--- config.mk ---
export PLATFORM = sky130hd
export DESIGN_NAME = mem_responder
export DESIGN_NICKNAME = d
export VERILOG_FILES = /design/src/rtl/mem_pkg.sv /design/src/rtl/mem_lane_align.sv /design/src/rtl/mem_responder.sv
export SDC_FILE = /design/constraint.sdc
export NUM_CORES = 2
export LEC_CHECK = 0
export ABC_AREA = 1
export ABC_CLOCK_PERIOD_IN_PS = 6000
export BUFFER_PORTS_ARGS = -buffer_cell sky130_fd_sc_hd__buf_2
export CAP_MARGIN = 25
export CORE_ASPECT_RATIO = 0.7
export CORE_MARGIN = 3
export CORE_UTILIZATION = 45
export DETAILED_ROUTE_END_ITERATION = 6
export GPL_TIMING_DRIVEN = 0
export SYNTH_ARGS = -nofsm -noshare
export SYNTH_HDL_FRONTEND = slang
export SYNTH_SLANG_ARGS = --single-unit
export TNS_END_PERCENT = 20
--- constraint.sdc ---
create_clock -name clk -period 6 [get_ports clk]
set_clock_uncertainty 0.1 [all_clocks]
set_input_delay 0.6 -clock clk [delete_from_list [all_inputs] [get_ports clk]]
set_output_delay 0.6 -clock clk [all_outputs]
set_load 0.02 [all_outputs]
--- src/rtl/mem_pkg.sv ---
// Shared encodings for the memory responder: access sizes, FSM states,
// byte-lane geometry and the acceptance-time error check.
package mem_pkg;

    // Access size encodings
    localparam logic [1:0] SZ_WORD = 2'b00;
    localparam logic [1:0] SZ_HALF = 2'b01;
    localparam logic [1:0] SZ_BYTE = 2'b10;
    localparam logic [1:0] SZ_ILL  = 2'b11;

    // FSM state encodings
    localparam logic [1:0] ST_IDLE = 2'd0;
    localparam logic [1:0] ST_BUSY = 2'd1;
    localparam logic [1:0] ST_RESP = 2'd2;
    localparam logic [1:0] ST_ERR  = 2'd3;

    // Lane geometry (little-endian): byte k at [8k+7:8k], half selected by address bit 1
    localparam int BYTE_W       = 8;
    localparam int HALF_W       = 16;
    localparam int HALF_SEL_BIT = 1;

    // Captured request fields that outlive the accepting edge
    typedef struct packed {
        logic        write;
        logic [1:0]  size;
        logic        ld_unsigned;
        logic [31:0] wdata;
    } mem_req_t;

    // Malformed request: both strobes, illegal size, misalignment or word index past the array
    function automatic logic access_error(input logic rd, input logic wr,
                                          input logic [31:0] addr, input logic [1:0] sz,
                                          input int depth);
        logic bad;
        bad = (rd && wr) || (sz == SZ_ILL);
        if (sz == SZ_HALF && addr[0]) bad = 1'b1;
        if (sz == SZ_WORD && addr[1:0] != 2'b00) bad = 1'b1;
        if ({2'b00, addr[31:2]} >= 32'(depth)) bad = 1'b1;
        return bad;
    endfunction

endpackage

--- src/rtl/mem_lane_align.sv ---
// Byte/half lane handling: extracts and extends the addressed lane on reads,
// and merges write data into the old word so untouched lanes survive.
module mem_lane_align
    import mem_pkg::*;
(
    input  logic [31:0] old_word,
    input  logic [31:0] wdata,
    input  logic [1:0]  size,
    input  logic [1:0]  lane,
    input  logic        ld_unsigned,
    output logic [31:0] rd_data,
    output logic [31:0] merged
);

    logic [4:0]  bit_off;
    logic [7:0]  byte_v;
    logic [15:0] half_v;

    // Lane extract/extend and read-modify-write merge
    always_comb begin
        bit_off = {lane, 3'b000};
        byte_v  = old_word[bit_off +: BYTE_W];
        half_v  = lane[HALF_SEL_BIT] ? old_word[31:16] : old_word[15:0];
        rd_data = old_word;
        merged  = wdata;
        case (size)
            SZ_BYTE: begin
                rd_data = {{24{~ld_unsigned & byte_v[7]}}, byte_v};
                merged  = old_word;
                merged[bit_off +: BYTE_W] = wdata[7:0];
            end
            SZ_HALF: begin
                rd_data = {{16{~ld_unsigned & half_v[15]}}, half_v};
                merged  = old_word;
                if (lane[HALF_SEL_BIT]) merged[31:16] = wdata[HALF_W-1:0];
                else                    merged[15:0]  = wdata[HALF_W-1:0];
            end
            default: begin
                rd_data = old_word;
                merged  = wdata;
            end
        endcase
    end

endmodule

--- src/rtl/mem_responder.sv ---
// Fixed-latency memory responder: accepts one request in IDLE, waits READ_LAT
// edges (counting the accepting edge), then pulses mem_ready. Malformed
// requests answer on the accepting edge with mem_error.
module mem_responder
    import mem_pkg::*;
#(
    parameter int DEPTH    = 64,
    parameter int READ_LAT = 3
) (
    input  logic        clk,
    input  logic        reset,
    input  logic        mem_read,
    input  logic        mem_write,
    input  logic [31:0] address,
    input  logic [31:0] wdata,
    input  logic [1:0]  size,
    input  logic        ld_unsigned,
    output logic [31:0] rdata,
    output logic        mem_ready,
    output logic        mem_error,
    output logic        busy
);

    localparam int IDX_W = (DEPTH > 1) ? $clog2(DEPTH) : 1;
    localparam int CNT_W = (READ_LAT > 1) ? $clog2(READ_LAT) : 1;
    localparam logic [CNT_W-1:0] LAST_CNT = CNT_W'(READ_LAT - 1);

    logic [1:0]       state, state_nxt;
    logic [CNT_W-1:0] cnt;
    mem_req_t         req_q, cur_req;
    logic [IDX_W+1:0] addr_q, cur_addr;
    logic [31:0]      mem [DEPTH];
    logic             accept, req_err, go_resp;
    logic [31:0]      old_word, rd_ext, merged;

    // In IDLE the live inputs drive the lane logic so READ_LAT=1 can answer on the accepting edge
    always_comb begin
        accept  = (state == ST_IDLE) && (mem_read || mem_write);
        req_err = access_error(mem_read, mem_write, address, size, DEPTH);
        if (state == ST_IDLE) begin
            cur_req.write       = mem_write;
            cur_req.size        = size;
            cur_req.ld_unsigned = ld_unsigned;
            cur_req.wdata       = wdata;
            cur_addr            = address[IDX_W+1:0];
        end else begin
            cur_req  = req_q;
            cur_addr = addr_q;
        end
        old_word = mem[cur_addr[IDX_W+1:2]];
    end

    // Next-state decode; go_resp marks the edge that registers a normal response
    always_comb begin
        state_nxt = state;
        go_resp   = 1'b0;
        case (state)
            ST_IDLE: begin
                if (accept) begin
                    if (req_err) begin
                        state_nxt = ST_ERR;
                    end else if (READ_LAT == 1) begin
                        state_nxt = ST_RESP;
                        go_resp   = 1'b1;
                    end else begin
                        state_nxt = ST_BUSY;
                    end
                end
            end
            ST_BUSY: begin
                if (cnt == LAST_CNT) begin
                    state_nxt = ST_RESP;
                    go_resp   = 1'b1;
                end
            end
            default: state_nxt = ST_IDLE;
        endcase
    end

    mem_lane_align u_align (
        .old_word    (old_word),
        .wdata       (cur_req.wdata),
        .size        (cur_req.size),
        .lane        (cur_addr[1:0]),
        .ld_unsigned (cur_req.ld_unsigned),
        .rd_data     (rd_ext),
        .merged      (merged)
    );

    // Storage write on the edge entering RESP; gated by reset so a held-off write never lands
    always_ff @(posedge clk) begin
        if (reset && go_resp && cur_req.write)
            mem[cur_addr[IDX_W+1:2]] <= merged;
    end

    // State, latency counter, request capture and registered outputs
    always_ff @(posedge clk or negedge reset) begin
        if (!reset) begin
            state     <= ST_IDLE;
            cnt       <= '0;
            req_q     <= '0;
            addr_q    <= '0;
            rdata     <= '0;
            mem_ready <= 1'b0;
            mem_error <= 1'b0;
            busy      <= 1'b0;
        end else begin
            state     <= state_nxt;
            busy      <= (state_nxt != ST_IDLE);
            mem_ready <= (state_nxt == ST_RESP) || (state_nxt == ST_ERR);
            mem_error <= (state_nxt == ST_ERR);
            if (state_nxt == ST_BUSY)
                cnt <= (state == ST_IDLE) ? CNT_W'(1) : cnt + 1'b1;
            else
                cnt <= '0;
            if (accept) begin
                req_q  <= cur_req;
                addr_q <= cur_addr;
            end
            if (go_resp && !cur_req.write)
                rdata <= rd_ext;
        end
    end

endmodule

==> impl_metrics.json <==
{
  "outcome": "complete, no violations",
  "grt_pass1_vias": 62000,
  "cp.required_ps": 6440,
  "dp_cells": 11100,
  "clk_latency_ps": 900,
  "drc": 0,
  "crit_path_max_fanout": 13,
  "async_flop_share": 0.0389,
  "grt_max_degree": 64,
  "die_width_um": 539,
  "ys_seq_elements": 2131,
  "layout_min_cycle_time_ps": 5720,
  "cts-root-buf": "clkbuf_16",
  "fin_cells": 11500,
  "worstPathArrival_ps": 6160,
  "slew_violations": 0,
  "io_buffers": 105,
  "routabilityCongestion": 1.00,
  "row_count": 136,
  "finish.utilization": 0.532,
  "synthFlopType": "edfxtp_1",
  "cap_viol_max_count": 0,
  "nNetsFinal": 8817,
  "relSlewSlack": 0.192,
  "synth.largest_area_cell": "edfxtp_1",
  "syn-num-nets": 8275,
  "core_area_sq_mm": 0.197,
  "critPathLaunchType": "flip-flop",
  "grt_pass1_wl_um": 498000,
  "synth_area_sq_mm": 0.0893,
  "die-area_sq_mm": 0.204,
  "dp_hpwl_um": 257000,
  "setup_viol": 0,
  "pre_cts_slack_ps": 142,
  "drive_above_1_share": 0.117,
  "ys_seq_area_frac": 0.712,
  "drt_first_iter_violations": 12300,
  "die_y_um": 379,
  "viasPerCell": 5.95,
  "rsz0062_at_grt": "no",
  "crit_path_end_kind": "flip-flop",
  "cts_tree": "done",
  "tightest_slew_ps": 1180,
  "initial_core_util": 0.454,
  "setup_ws_ps": 281,
  "avgSynthCellArea_sq_um": 10.9,
  "grt_overflow_total": 0,
  "firstDrtPassIters": 7,
  "cts-buffers-inserted": 209,
  "fmax_ghz": 0.175,
  "antenna_left": 0,
  "hold_class": "in2reg",
  "ff2ff_setup_slack_ps": 280,
  "h-tree-depth": 4,
  "vias": 68600,
  "grt_usage": 0.353,
  "final_hold_viol_count": 0,
  "ys_warn_count": 0,
  "wl_per_cell_um": 32.1,
  "cts_buffer_depth": 4,
  "crit_type": "reg2reg",
  "period_share": 0.953,
  "ys_top_cells_by_area": "edfxtp_1 (69%), nand2_1 (9.4%), nor2_1 (7.2%)",
  "area_growth_pct": 17.2,
  "hold_ws_ps": 94.6,
  "netlist.area_leader.share": 0.688,
  "io_pins": 106,
  "antenna_found_initial": 20,
  "yosys.cell_types.count": 42,
  "synth_edf_count": 2048,
  "clk_pin_slew_ps": 60,
  "routed_wl_um": 369000,
  "cts_num_sinks": 2131,
  "synthesis.instances": 8196
}
[critical path: stages, from the launching register on]
cell,delay (ps)
dfrtp_1,440
inv_1,140
nand2_4,120
or2_1,240
o21ai_2,160
inv_2,130
nor3_2,870
buf_2,810
buf_2,570
inv_1,470
nor2_4,760
buf_12,290
buf_12,220
[worst paths after layout]
check	start	end	cells past startpoint
setup reg to reg	state[0]	mem[16][26]	12
max in group asynchronous	reset	req_q[15]	3
setup / recovery	state[0]	mem[16][26]	12
hold reg to reg	req_q[14]	req_q[14]	2
hold / removal	mem_write	req_q[35]	3
min in group asynchronous	reset	busy	2
[layout by cell type (no fill, tap or decap), types with 20 or more instances in the layout]
master	instances
a21oi_1	90
buf_1	20
buf_12	121
buf_16	51
buf_2	258
buf_4	100
buf_6	30
buf_8	42
clkbuf_1	176
clkbuf_16	210
clkinv_1	44
clkinv_2	41
dfrtp_1	83
edfxtp_1	2048
inv_1	330
mux2i_1	21
nand2_1	2229
nand3_1	164
nand4_1	36
nor2_1	1661
nor2_4	65
o21ai_0	610
o21ai_1	242
o22ai_1	36
[timing repair]
action,CTS,global route
endpoints found under the setup margin,0,385
hold buffers,1,0
hold endpoints to repair,29,0
gates resized for setup,0,3
setup buffers,0,7
[stage by stage]
step	TNS (ps)	cell area, sq um
floorplan	-83940	89300
global placement	-	93100
detailed placement	0	98200
CTS	0	105000
global route	0	105000
finish	0	105000
[Yosys cell counts (10+ instances only)]
cell and n:
nand2_1 2232, a22oi_1 12, clkbuf_1 140, nor2_1 1725
nand4_1 36, o22a_1 12, dfrtp_1 83, edfxtp_1 2048
buf_1 22, buf_4 91, buf_6 29, o22ai_1 36
a21oi_1 97, o21ai_1 243, inv_1 330, mux2i_1 21
or2_2 12, buf_2 153, nand3_1 164, nand2_2 10
a21oi_2 10, o21ai_0 619
[logic make-up (layout without fill, tap and decap cells)]
logic type / count (synthesis) / in the layout / share of synthesized area
AND/OR/NAND/NOR: 4215 / 4215 / 0.183
flip-flops: 2131 / 2131 / 0.712
AO/OA/AOI/OAI: 1048 / 1050 / 0.0611
buffers and inverters: 773 / 1462 / 0.0410
multiplexers: 21 / 21 / 0.00235
adder cells (fa/ha/maj): 8 / 8 / 0.00112
other: 0 / 8 / 0
[sequential cells by signal, summed over array words and instances (netlist names)]
register / count
mem_ready: 1
state: 2
req_q: 36
addr_q: 8
mem: 2048
busy: 1
cnt: 2
mem_error: 1
rdata: 32
[layer usage]
layer / track usage / share of wire
met4: 0.162 / 0.057
met3: 0.119 / 0.16
met5: 0 / 0.000062
met2: 0.488 / 0.40
met1: 0.500 / 0.38
[layout make-up]
type	instances	area, sq um
timing repair buffer	329	5060
sequential	2131	63600
fill	17000	92200
multi-input combinational	5294	22800
clock buffer	254	5490
antenna	8	20.0
buffer	437	2410
tap	2622	3280
clock inverter	106	766
inverter	336	1260
Power is left out: the tool's default activity adds up to more than one toggle a clock period on the data nets, which glitch-free logic cannot reach.
